File: src/rtl/hack_boot_loader.sv
// hack_boot_loader
//
// Program-load controller for the HACK CPU instruction memory. A word stream
// arriving over a valid/ready handshake is written to instruction memory at
// auto-incrementing addresses starting from a programmable base. When VERIFY
// is nonzero, a read-back pass follows the load and compares the sum of the
// words read back with the sum of the words written. The CPU is held in reset
// until the image has been loaded (and verified, if enabled).
//
// Ports:
//   clk        system clock; all state changes on the rising edge
//   rst        asynchronous active-low reset
//   start      begin a load; honoured in IDLE, RUN and ERROR
//   abort      cancel a load or verify and return to IDLE
//   base       first memory address, captured on an accepted start
//   len        word count, captured on an accepted start; saturates at 2^ADDR_W
//   in_data    stream word
//   in_valid   stream word valid
//   in_ready   loader accepts a word this cycle
//   mem_addr   instruction-memory address
//   mem_wdata  write data (mirrors in_data)
//   mem_we     write strobe
//   mem_rdata  asynchronous read data for mem_addr
//   cpu_rst    active-high CPU reset (registered)
//   busy       high during LOAD or VERIFY
//   done       one-cycle pulse on entry to RUN
//   error      high while in ERROR
//   checksum   sum of the words written in the last load
module hack_boot_loader #(
    parameter int ADDR_W = 15,
    parameter int DATA_W = 16,
    parameter int VERIFY = 1
) (
    input  logic              clk,
    input  logic              rst,
    input  logic              start,
    input  logic              abort,
    input  logic [ADDR_W-1:0] base,
    input  logic [ADDR_W:0]   len,
    input  logic [DATA_W-1:0] in_data,
    input  logic              in_valid,
    output logic              in_ready,
    output logic [ADDR_W-1:0] mem_addr,
    output logic [DATA_W-1:0] mem_wdata,
    output logic              mem_we,
    input  logic [DATA_W-1:0] mem_rdata,
    output logic              cpu_rst,
    output logic              busy,
    output logic              done,
    output logic              error,
    output logic [DATA_W-1:0] checksum
);

    typedef enum logic [2:0] {
        st_idle,
        st_load,
        st_verify,
        st_run,
        st_error
    } state_t;

    localparam logic [ADDR_W:0] len_max = {1'b1, {ADDR_W{1'b0}}};
    localparam logic [ADDR_W:0] cnt_one = {{ADDR_W{1'b0}}, 1'b1};

    state_t              state_q, state_d;
    logic [ADDR_W-1:0]   base_q;
    logic [ADDR_W:0]     len_q;
    logic [ADDR_W:0]     count_q;
    logic [DATA_W-1:0]   checksum_q;
    logic [DATA_W-1:0]   vsum_q;
    logic                cpu_rst_q;
    logic                done_q;

    logic [ADDR_W:0]     len_sat;
    logic [ADDR_W:0]     count_inc;
    logic [DATA_W-1:0]   vsum_next;
    logic                start_go;
    logic                accept;
    logic                last;
    logic                enter_run;

    // Next-state and handshake decode
    always_comb begin
        len_sat   = (len > len_max) ? len_max : len;
        count_inc = count_q + cnt_one;
        vsum_next = vsum_q + mem_rdata;
        last      = (count_inc == len_q);
        // abort beats start whenever both are high
        start_go  = start && !abort &&
                    (state_q inside {st_idle, st_run, st_error});
        accept    = (state_q == st_load) && in_valid && !abort;
        state_d   = state_q;

        case (state_q)
            st_idle, st_run, st_error: begin
                if (start_go) begin
                    state_d = (len_sat == '0) ? st_run : st_load;
                end
            end
            st_load: begin
                if (abort) begin
                    state_d = st_idle;
                end else if (accept && last) begin
                    state_d = (VERIFY != 0) ? st_verify : st_run;
                end
            end
            st_verify: begin
                if (abort) begin
                    state_d = st_idle;
                end else if (last) begin
                    // The final read is folded in combinationally so the
                    // decision lands on the same edge as that read.
                    state_d = (vsum_next == checksum_q) ? st_run : st_error;
                end
            end
            default: state_d = st_idle;
        endcase

        // A zero-length start issued from RUN re-enters RUN and pulses done.
        enter_run = (state_d == st_run) && ((state_q != st_run) || start_go);
    end

    always_ff @(posedge clk or negedge rst) begin
        if (!rst) begin
            state_q <= st_idle;
        end else begin
            state_q <= state_d;
        end
    end

    always_ff @(posedge clk or negedge rst) begin
        if (!rst) begin
            base_q     <= '0;
            len_q      <= '0;
            count_q    <= '0;
            checksum_q <= '0;
            vsum_q     <= '0;
            cpu_rst_q  <= 1'b1;
            done_q     <= 1'b0;
        end else begin
            if (start_go) begin
                base_q     <= base;
                len_q      <= len_sat;
                count_q    <= '0;
                checksum_q <= '0;
                vsum_q     <= '0;
            end else if (accept) begin
                checksum_q <= checksum_q + in_data;
                // Counter restarts at zero so the verify pass walks the
                // same address range from base.
                count_q    <= last ? '0 : count_inc;
            end else if (state_q == st_verify) begin
                vsum_q     <= vsum_next;
                count_q    <= count_inc;
            end
            cpu_rst_q <= (state_d != st_run);
            done_q    <= enter_run;
        end
    end

    always_comb begin
        busy      = (state_q == st_load) || (state_q == st_verify);
        in_ready  = (state_q == st_load);
        mem_we    = (state_q == st_load) && in_valid;
        mem_addr  = busy ? (base_q + count_q[ADDR_W-1:0]) : '0;
        mem_wdata = in_data;
        error     = (state_q == st_error);
        cpu_rst   = cpu_rst_q;
        done      = done_q;
        checksum  = checksum_q;
    end

endmodule

File: config.mk
export PLATFORM = sky130hd
export DESIGN_NAME = hack_boot_loader
export DESIGN_NICKNAME = d
export VERILOG_FILES = /design/src/rtl/hack_boot_loader.sv
export SDC_FILE = /design/constraint.sdc
export NUM_CORES = 1
export LEC_CHECK = 0
export CAP_MARGIN = 30
export CORE_MARGIN = 2
export CORE_UTILIZATION = 45
export CTS_BUF_LIST = sky130_fd_sc_hd__clkbuf_8
export CTS_CLUSTER_SIZE = 14
export DETAILED_ROUTE_END_ITERATION = 6
export PLACE_DENSITY = 0.81
export SLEW_MARGIN = 10
export SYNTH_ARGS = -nofsm -noshare
export SYNTH_HDL_FRONTEND = slang
export SYNTH_SLANG_ARGS = --single-unit
File: constraint.sdc
create_clock -name clk -period 3.9 [get_ports clk]
set_input_delay 0.78 -clock clk [delete_from_list [all_inputs] [get_ports clk]]
set_output_delay 0.78 -clock clk [all_outputs]
set_load 0.1 [all_outputs]
Word level (Yosys, flattened, before mapping)
Index checks and enable logic that the tools add are counted.
{"block": "totals", "regBits": 84}
{"block": "op_classes", "muxes": 19, "n_eq_ne": 10, "reduce_logical": 17, "n_lt_le_gt_ge": 1, "add_sub_neg": 4}
{"op": "16-bit two-way mux", "count": 10}
{"op": "16-bit adder", "count": 2}
{"op": "16-bit == test", "count": 2}
{"op": "3-bit two-way mux", "count": 6}
{"op": "16-bit by 1-bit adder with 16-bit output (second input constant)", "count": 1}
{"op": "16-bit greater-than comparator (second input constant)", "count": 1}
{"op": "16-bit zero test", "count": 1}
{"op": "15-bit adder", "count": 1}
{"op": "15-bit two-way mux", "count": 1}
{"op": "3-bit by 2-bit == test with 1-bit output (second input constant)", "count": 3}
{"op": "3-bit case mux with 3 select lines", "count": 1}
{"op": "1-bit logical AND", "count": 6}
{"op": "3-bit by 2-bit != test with 1-bit output (second input constant)", "count": 2}
{"op": "3-bit nonzero test", "count": 2}
{"op": "2-bit nonzero test", "count": 2}
{"op": "3-bit by 1-bit == test with 1-bit output (second input constant)", "count": 1}
{"op": "3-bit == test (second input constant)", "count": 1}
{"op": "3-bit zero test", "count": 1}
{"op": "3-bit OR reduction", "count": 1}
{"op": "1-bit logical OR", "count": 2}
{"op": "2-bit two-way mux", "count": 1}
{"op": "2-bit != test (second input constant)", "count": 1}
{"op": "2-bit AND reduction", "count": 1}
{"op": "1-bit zero test", "count": 1}

Longest topological paths before layout
Gate-level depths: netlist (run 1).
{"block": "depth", "ltp_word": 9, "ltp_mapped": 12, "ltp_nobuf": 12}

Worst setup path after synthesis (run 1)
Ideal clock, no wire load.
{"block": "synth_timing", "path_kind": "reg-to-output", "from": "register state_q[0]", "to": "output mem_addr[13]", "setup_slack_ps": -2475, "stages_incl_launch_ff": 6, "path_buffers": 0, "arrival_time_ps": 5595, "cell_sequence": "dfrtp_1 nor3b_1 nor2_1 inv_1 nand2_1 mux2i_1"}
{"block": "synth_via", "elab_chain_len": 3}
{"item": "from (decl)", "line_no": "65", "source": "state_t state_q, state_d;"}
{"item": "from (signal assigned)", "line_no": "125", "source": "state_q <= st_idle;"}
{"item": "from (signal assigned)", "line_no": "127", "source": "state_q <= state_d;"}
{"item": "3-bit by 1-bit == test with 1-bit output"}
{"item": "named net in_ready", "line_no": "42", "source": "output logic in_ready,"}
{"item": "1-bit logical OR", "line_no": "162", "source": "busy = (state_q == st_load) || (state_q == st_verify);"}
{"item": "named net busy", "line_no": "48", "source": "output logic busy,"}
{"item": "15-bit two-way mux", "line_no": "165", "source": "mem_addr = busy ? (base_q + count_q[ADDR_W-1:0]) : '0;"}
{"item": "to (decl)", "line_no": "43", "source": "output logic [ADDR_W-1:0] mem_addr,"}
The timed path passes the listed nets, and every way through them passes these cells.

Worst setup path in the final report (run 1)
{"block": "layout_timing", "from": "register base_q[0]", "to": "output mem_addr[12]"}
{"block": "layout_via", "elab_chain_len": 2}
{"item": "from (decl)", "line_no": "66", "source": "logic [ADDR_W-1:0] base_q;"}
{"item": "from (signal assigned)", "line_no": "142", "source": "base_q <= base;"}
{"item": "15-bit adder", "line_no": "165"}
{"item": "15-bit two-way mux", "line_no": "165"}
No other way between the ends.

==> results.md, run 1 <==
* Syn Nets at 852
* Comb power frac at 65.7%
* Clk buf depth at 2
* Clock-pin slew on the worst setup and hold paths at 0.10 ns
* Post-synth EDFFs at 0
* Vias in the first global route at 5628
* Setup Skew at 0.0140 ns
* Internal Power at 2.81 mW
* Syn Inst Count at 736
* Final setup viols at 0
* Synth warn at 0
* DRC Markers at 0
* Worst r2r src: count_q[1]
* Synth top area share at 31.4%
* NetSw at 2.82 mW
* Post-layout min period at 3.83 ns
* Hold Buf Count CTS at 0
* Final Hold Fails at 0
* First-pass GRT wire length at 27.6 mm
* Placed wire-length estimate at 13.0 mm
* Power Dens Cells at 664 mW/mm²
* Crit-path max FO at 2
* Fmax at 0.261 GHz
* RD Place Congestion at 0.952
* FF-to-FF setup slack at 0.53 ns
* Cell taking the most area after synthesis: dfrtp_1
* Filler Cell Count at 1259
* Power consumption at 5.63 mW
* Max-slew violations at 0
* # diodes at 0
* Post-synthesis cell type count at 70
* Row count at 44
* Critical Path Slowest Stage Cell: dfrtp_1
* Clock Power Share at 10.4%
* CP arrival at 3.05 ns
* Worst-path cell chain: ha_2, fa_2, a21o_1, a21oi_2, nor2b_2, o21a_1, o22ai_2, o21ai_2, o41ai_4, buf_4, xor2_4, nor2_4, buf_12
* Ys flop type: dfrtp_1
* CP Capture Type: output pin
* Peak VDD IR at 383 µV
* GRT Residual Overflow at 0
* Ys async rst share at 100%
* Max stage delay on crit path at 0.40 ns
* RSZ-0062 raised after global routing: true
* Nets@finish at 974
* Post-route clock period utilization at 98.3%
* Vias per cell at 5.69
* Critical path required time at 3.12 ns
* Total of max-cap violations at 0
* CTS Sinks at 84
* Post-synthesis cell area at 0.00661 mm²
* Hold Path Class: in -> async
* Sequential fraction of the synthesis area at 31.8%
* Share of cells above drive strength 1 at 17.8%
* Core ar. at 0.0144 mm²
* Status: complete, no violations
* Area of the die at 0.0157 mm²
* Worst setup margin at 0.0655 ns
* Worst-margin pin slew at 0.978 ns
* DRT Wirelength at 16.9 mm
* Syn avg cell area at 8.98 µm²
* Reg-to-reg endpoint: count_q[6]
* Die Wd at 125 µm
* Worst-skew pair later-pin latency at 0.37 ns
* Initial Utilization at 45.8%
* Post-synthesis register bit count at 84
* Pre-Repair DR Iteration Count at 5
* PortBufs at 120
* Initial antenna violation count at 1
* Iteration-0 DRC Markers at 347
* DIE HEIGHT at 125 µm
* Routed Antenna Nets at 0
* H-Tree Depth at 3
* Avg WL per Cell at 16.1 µm
* FF-to-FF path depth at 12
* Sequential power share at 23.8%
* Num CTS Buffers at 9
* Largest cells by area after synthesis: dfrtp_1, ha_1, o21ai_0
* Critical path class: reg -> out
* Leakage at 3.71 nW
* Clk root buf: clkbuf_8
* Total Routing Usage GR at 21.2%
* IO Pins at 121
* Setup WS pre-CTS at -0.224 ns
* Vias at 5960
* Largest net degree at the start of global routing at 44
* Synthesis-to-finish area growth at 28.2%
* CTS tree: done
* Sw frac at 50.0%
* Relative slew slack at 34.6%
* Worst setup path start: base_q[0]
* Crit start category: flop
layout by cell type (no fill, tap or decap), types with 4 or more instances in the layout:
cell and n:
clkdlybuf4s50_1 84, dfrtp_1 83, buf_4 66, nand2_1 63
o21ai_0 56, ha_1 44, nand3_1 33, xnor2_1 32
nor2_1 31, a21oi_1 31, xor2_1 31, inv_1 19
nor3_1 17, mux2_2 16, a22o_1 14, nand2b_1 11
a211oi_1 11, a21o_1 11, o31ai_1 10, buf_12 10
nor2b_1 9, and3_1 9, or3_1 9, clkbuf_8 9
and2_1 8, nor4_1 8, nand4_1 8, or2_2 7
and4_1 6, nor3b_1 5, a21boi_0 4, o211ai_1 4
o21ai_1 4, xor3_1 4, a31oi_1 4, nor2_2 4
state kept, by name, indices dropped and copies added (netlist names):
signal    count
checksum     16
count_q      16
len_q        16
vsum_q       16
base_q       15
state_q       3
cpu_rst       1
done          1
final cells by class:
| class | count | area, µm² | area share (%) |
|---|---|---|---|
| inverter | 20 | 78.8 | 0.930 |
| timing repair buffer | 161 | 1550 | 18.3 |
| clock inverter | 7 | 58.8 | 0.694 |
| multi-input combinational | 582 | 4330 | 51.1 |
| clock buffer | 9 | 124 | 1.46 |
| sequential | 84 | 2100 | 24.8 |
| tap | 184 | 230 | 2.72 |
per-stage QoR:
stage / util [%] / hold slack (ns) / instances / setup TNS, ns / instance area (µm²)
final: 58.8 / 0.383 / 1047 / 0 / 8470
after CTS: 58.4 / 0.390 / 1045 / 0 / 8420
after floorplan: - / 0.464 / 736 / -0.845 / 6670
after detailed placement: 56.8 / 0.503 / 1029 / -0.588 / 8190
after global routing: 58.8 / 0.420 / 1047 / -0.0982 / 8470
after global placement: 56.5 / 0.484 / 1027 / -0.393 / 8160
kinds of logic after synthesis:
logic type / after synthesis / share of synthesized area (%)
AND/OR/NAND/NOR: 245 / 19.5
AO/OA/AOI/OAI: 198 / 20.0
flip-flops: 84 / 31.8
XOR/XNOR: 70 / 10.6
buffers and inverters: 70 / 5.05
adder cells (fa/ha/maj): 48 / 9.43
multiplexers: 21 / 3.56
metal layers:
layer | vias up | global-route usage, % | wire length [µm]
li1 | 2941 | - | -
met1 | 2807 | 29.3 | 7930
met2 | 184 | 34.4 | 7730
met3 | 26 | 3.72 | 904
met4 | 2 | 5.75 | 284
met5 | - | 0 | 13
power by group through the flow:
| stage | combinational (mW) | sequential [mW] | clock (mW) |
|---|---|---|---|
| 2_1_floorplan | 2.43 | 1.57 | 0 |
| 6_report | 3.70 | 1.34 | 0.587 |
| 3_5_place_dp | 3.64 | 1.36 | 0 |
| 5_1_grt | 3.98 | 1.37 | 0.639 |
| 4_1_cts | 3.67 | 1.34 | 0.606 |
| 3_3_place_gp | 3.55 | 1.34 | 0 |
worst max path at each step:
stage          slack, ns            to
2_1_floorplan      -0.17   mem_addr[8]
3_3_place_gp       -0.16       cpu_rst
3_5_place_dp       -0.22       cpu_rst
4_1_cts             0.02  mem_addr[12]
5_1_grt            -0.07  mem_addr[12]
6_report            0.07  mem_addr[12]
cell usage after synthesis, types with 9 or more instances:
library cell   n
a22o_1        14
nand2_1       63
nand3_1       33
nand2b_1      11
inv_1         20
nor3_1        18
buf_4         16
a21o_1        11
a211oi_1      11
o31ai_1       10
buf_2          9
xor2_1        32
a21oi_1       33
ha_1          45
dfrtp_1       83
mux2_2        16
xnor2_1       32
or3_1          9
clkbuf_1      25
nor2_1        36
nor2b_1       11
and3_1         9
o21ai_0       60
worst max-delay path: cells and delay by family (launching register included):
family          cells  cell delay [ns]
compound gates      6             1.10
xor+xnor            1             0.16
fa+ha+maj           2             0.54
buf+inv             2             0.36
flops               1             0.40
simple gates        2             0.12
repair_timing:
item / in CTS / in global routing
setup buffers: 0 / 2
cloned: 0 / 0
endpoints found under the setup margin: 3 / 5
gates resized for setup: 11 / 8
pin swaps: 3 / 7
(Power assumes the default switching activity.)
==> run 2, diff against run 1 <==
CORE_UTILIZATION = 40   (was 45)
PLACE_DENSITY = 0.75   (was 0.81)
==> results.md, run 2 (same netlist as run 1, synthesis figures left out) <==
* DRC Markers at 0
* Largest net degree at the start of global routing at 77
* Total of max-cap violations at 0
* CTS Sinks at 84
* Final Hold Fails at 0
* Area of the die at 0.0176 mm²
* Final setup viols at 0
* Hold Path Class: in -> async
* PortBufs at 120
* Reg-to-reg endpoint: count_q[10]
* GRT Residual Overflow at 0
* Nets@finish at 973
* Critical path class: reg -> out
* Leakage at 3.74 nW
* Iteration-0 DRC Markers at 362
* Clk buf depth at 2
* Reg area at 0.00210 mm²
* Synthesis-to-finish area growth at 29.2%
* CP arrival at 2.99 ns
* Routed Antenna Nets at 0
* Share of cells above drive strength 1 at 17.2%
* Worst r2r src: count_q[1]
* Worst-margin pin slew at 0.973 ns
* Worst-path cell chain: ha_1, a21o_1, a21oi_2, nor2b_1, o21a_1, o22ai_2, o21ai_1, o41ai_2, buf_4, xor2_1, nor2_2, buf_12
* Peak VDD IR at 610 µV
* Most frequent cells in the layout: clkdlybuf4s50_1, dfrtp_1, buf_4
* Most common library cell in the layout ignoring fill and taps: clkdlybuf4s50_1
* Setup TNS at 0 ns
* FF-to-FF setup slack at 0.58 ns
* Post-layout min period at 3.77 ns
* Status: complete, no violations
* Crit-path max FO at 3
* Clk root buf: clkbuf_8
* Fmax at 0.265 GHz
* DIE HEIGHT at 133 µm
* Num CTS Buffers at 9
* Critical Path Slowest Stage Cell: dfrtp_1
* Initial Utilization at 41.3%
* Crit start category: flop
* Power consumption at 5.69 mW
* Clock-pin slew on the worst setup and hold paths at 0.08 ns
* Core ar. at 0.0160 mm²
* Post-route clock period utilization at 96.7%
* FF-to-FF path depth at 12
* CP Capture Type: output pin
* RD Place Congestion at 0.897
* Die Wd at 133 µm
* H-Tree Depth at 3
* RSZ-0062 raised after global routing: true
* Relative slew slack at 35.0%
* Final Core Density at 53.3%
* Row count at 46
* Max stage delay on crit path at 0.43 ns
* Initial antenna violation count at 1
* Max-slew violations at 0
* Filler Cell Count at 1454
* CTS tree: done
* Worst setup margin at 0.128 ns
* Vias at 5944
* Vias per cell at 5.51
* Avg WL per Cell at 15.4 µm
* Total Routing Usage GR at 19.3%
* Critical path required time at 3.12 ns
* IO Pins at 121
* Setup WS pre-CTS at -0.208 ns
* Placed wire-length estimate at 12.9 mm
* Multi-input logic area at 0.00430 mm²
* First-pass GRT wire length at 27.6 mm
* DRT Wirelength at 16.7 mm
* Vias in the first global route at 5722
* Pre-Repair DR Iteration Count at 6
* Setup Skew at 0.0104 ns
* Worst-skew pair later-pin latency at 0.37 ns
* Power Dens Cells at 666 mW/mm²
==> run 2: metal layers <==
layer  share of wire, %  up-vias  GRT usage (%)  wire length [µm]
li1                   -     2938              -                 -
met1                 45     2817           24.6              7510
met2                 48      167           32.1              7940
met3                5.5       22           4.90               917
met4                1.8        0           6.03               293
met5                  0        -              0                 0
==> run 2: worst max path at each step <==
stage / to / cells past startpoint / start
after floorplan: mem_addr[8] / 11 / count_q[0]
after global placement: cpu_rst / 14 / mem_rdata[0]
after detailed placement: cpu_rst / 14 / mem_rdata[0]
after CTS: mem_addr[14] / 12 / base_q[0]
after global routing: mem_addr[14] / 12 / base_q[0]
final: mem_addr[11] / 12 / base_q[1]
==> run 2: critical path: cells and delay by family, from the launching register on <==
| family | cells | cell delay [ns] |
|---|---|---|
| compound gates | 6 | 1.23 |
| xor+xnor | 1 | 0.18 |
| fa+ha+maj | 1 | 0.30 |
| buf+inv | 2 | 0.35 |
| flops | 1 | 0.43 |
| simple gates | 2 | 0.14 |
==> run 2: area by class of cell <==
cell class                      count  share of cell area (%)
Antenna cell                        1                  0.0293
Clock inverter                      6                   0.923
Sequential cell                    84                    24.6
Inverter                           20                   0.923
Timing Repair Buffer              160                    18.3
Multi-Input combinational cell    582                    50.4
Tap cell                          216                    3.17
Clock buffer                       10                    1.61
==> run 2: through the flow <==
step                      hold WS, ns  instances  cell area (µm²)
after global placement          0.482       1059             8210
after global routing            0.243       1078             8530
after CTS                       0.510       1076             8480
after floorplan                 0.464        736             6670
after detailed placement        0.490       1060             8220
final                           0.249       1079             8540
==> run 2: where the power goes <==
group          leakage, nW  switching, mW  internal [mW]
clock network        0.117          0.315          0.373
registers             1.10          0.224           1.12
logic                 2.53           2.20           1.45
total                 3.74           2.74           2.94
==> run 2: what timing repair did <==
| action | 4_1_cts | 5_1_grt |
|---|---|---|
| endpoints found under the setup margin | 4 | 4 |
| pin swaps | 2 | 3 |
| hold buffers | 0 | 0 |
| setup buffers | 0 | 1 |
| gates resized for setup | 10 | 4 |
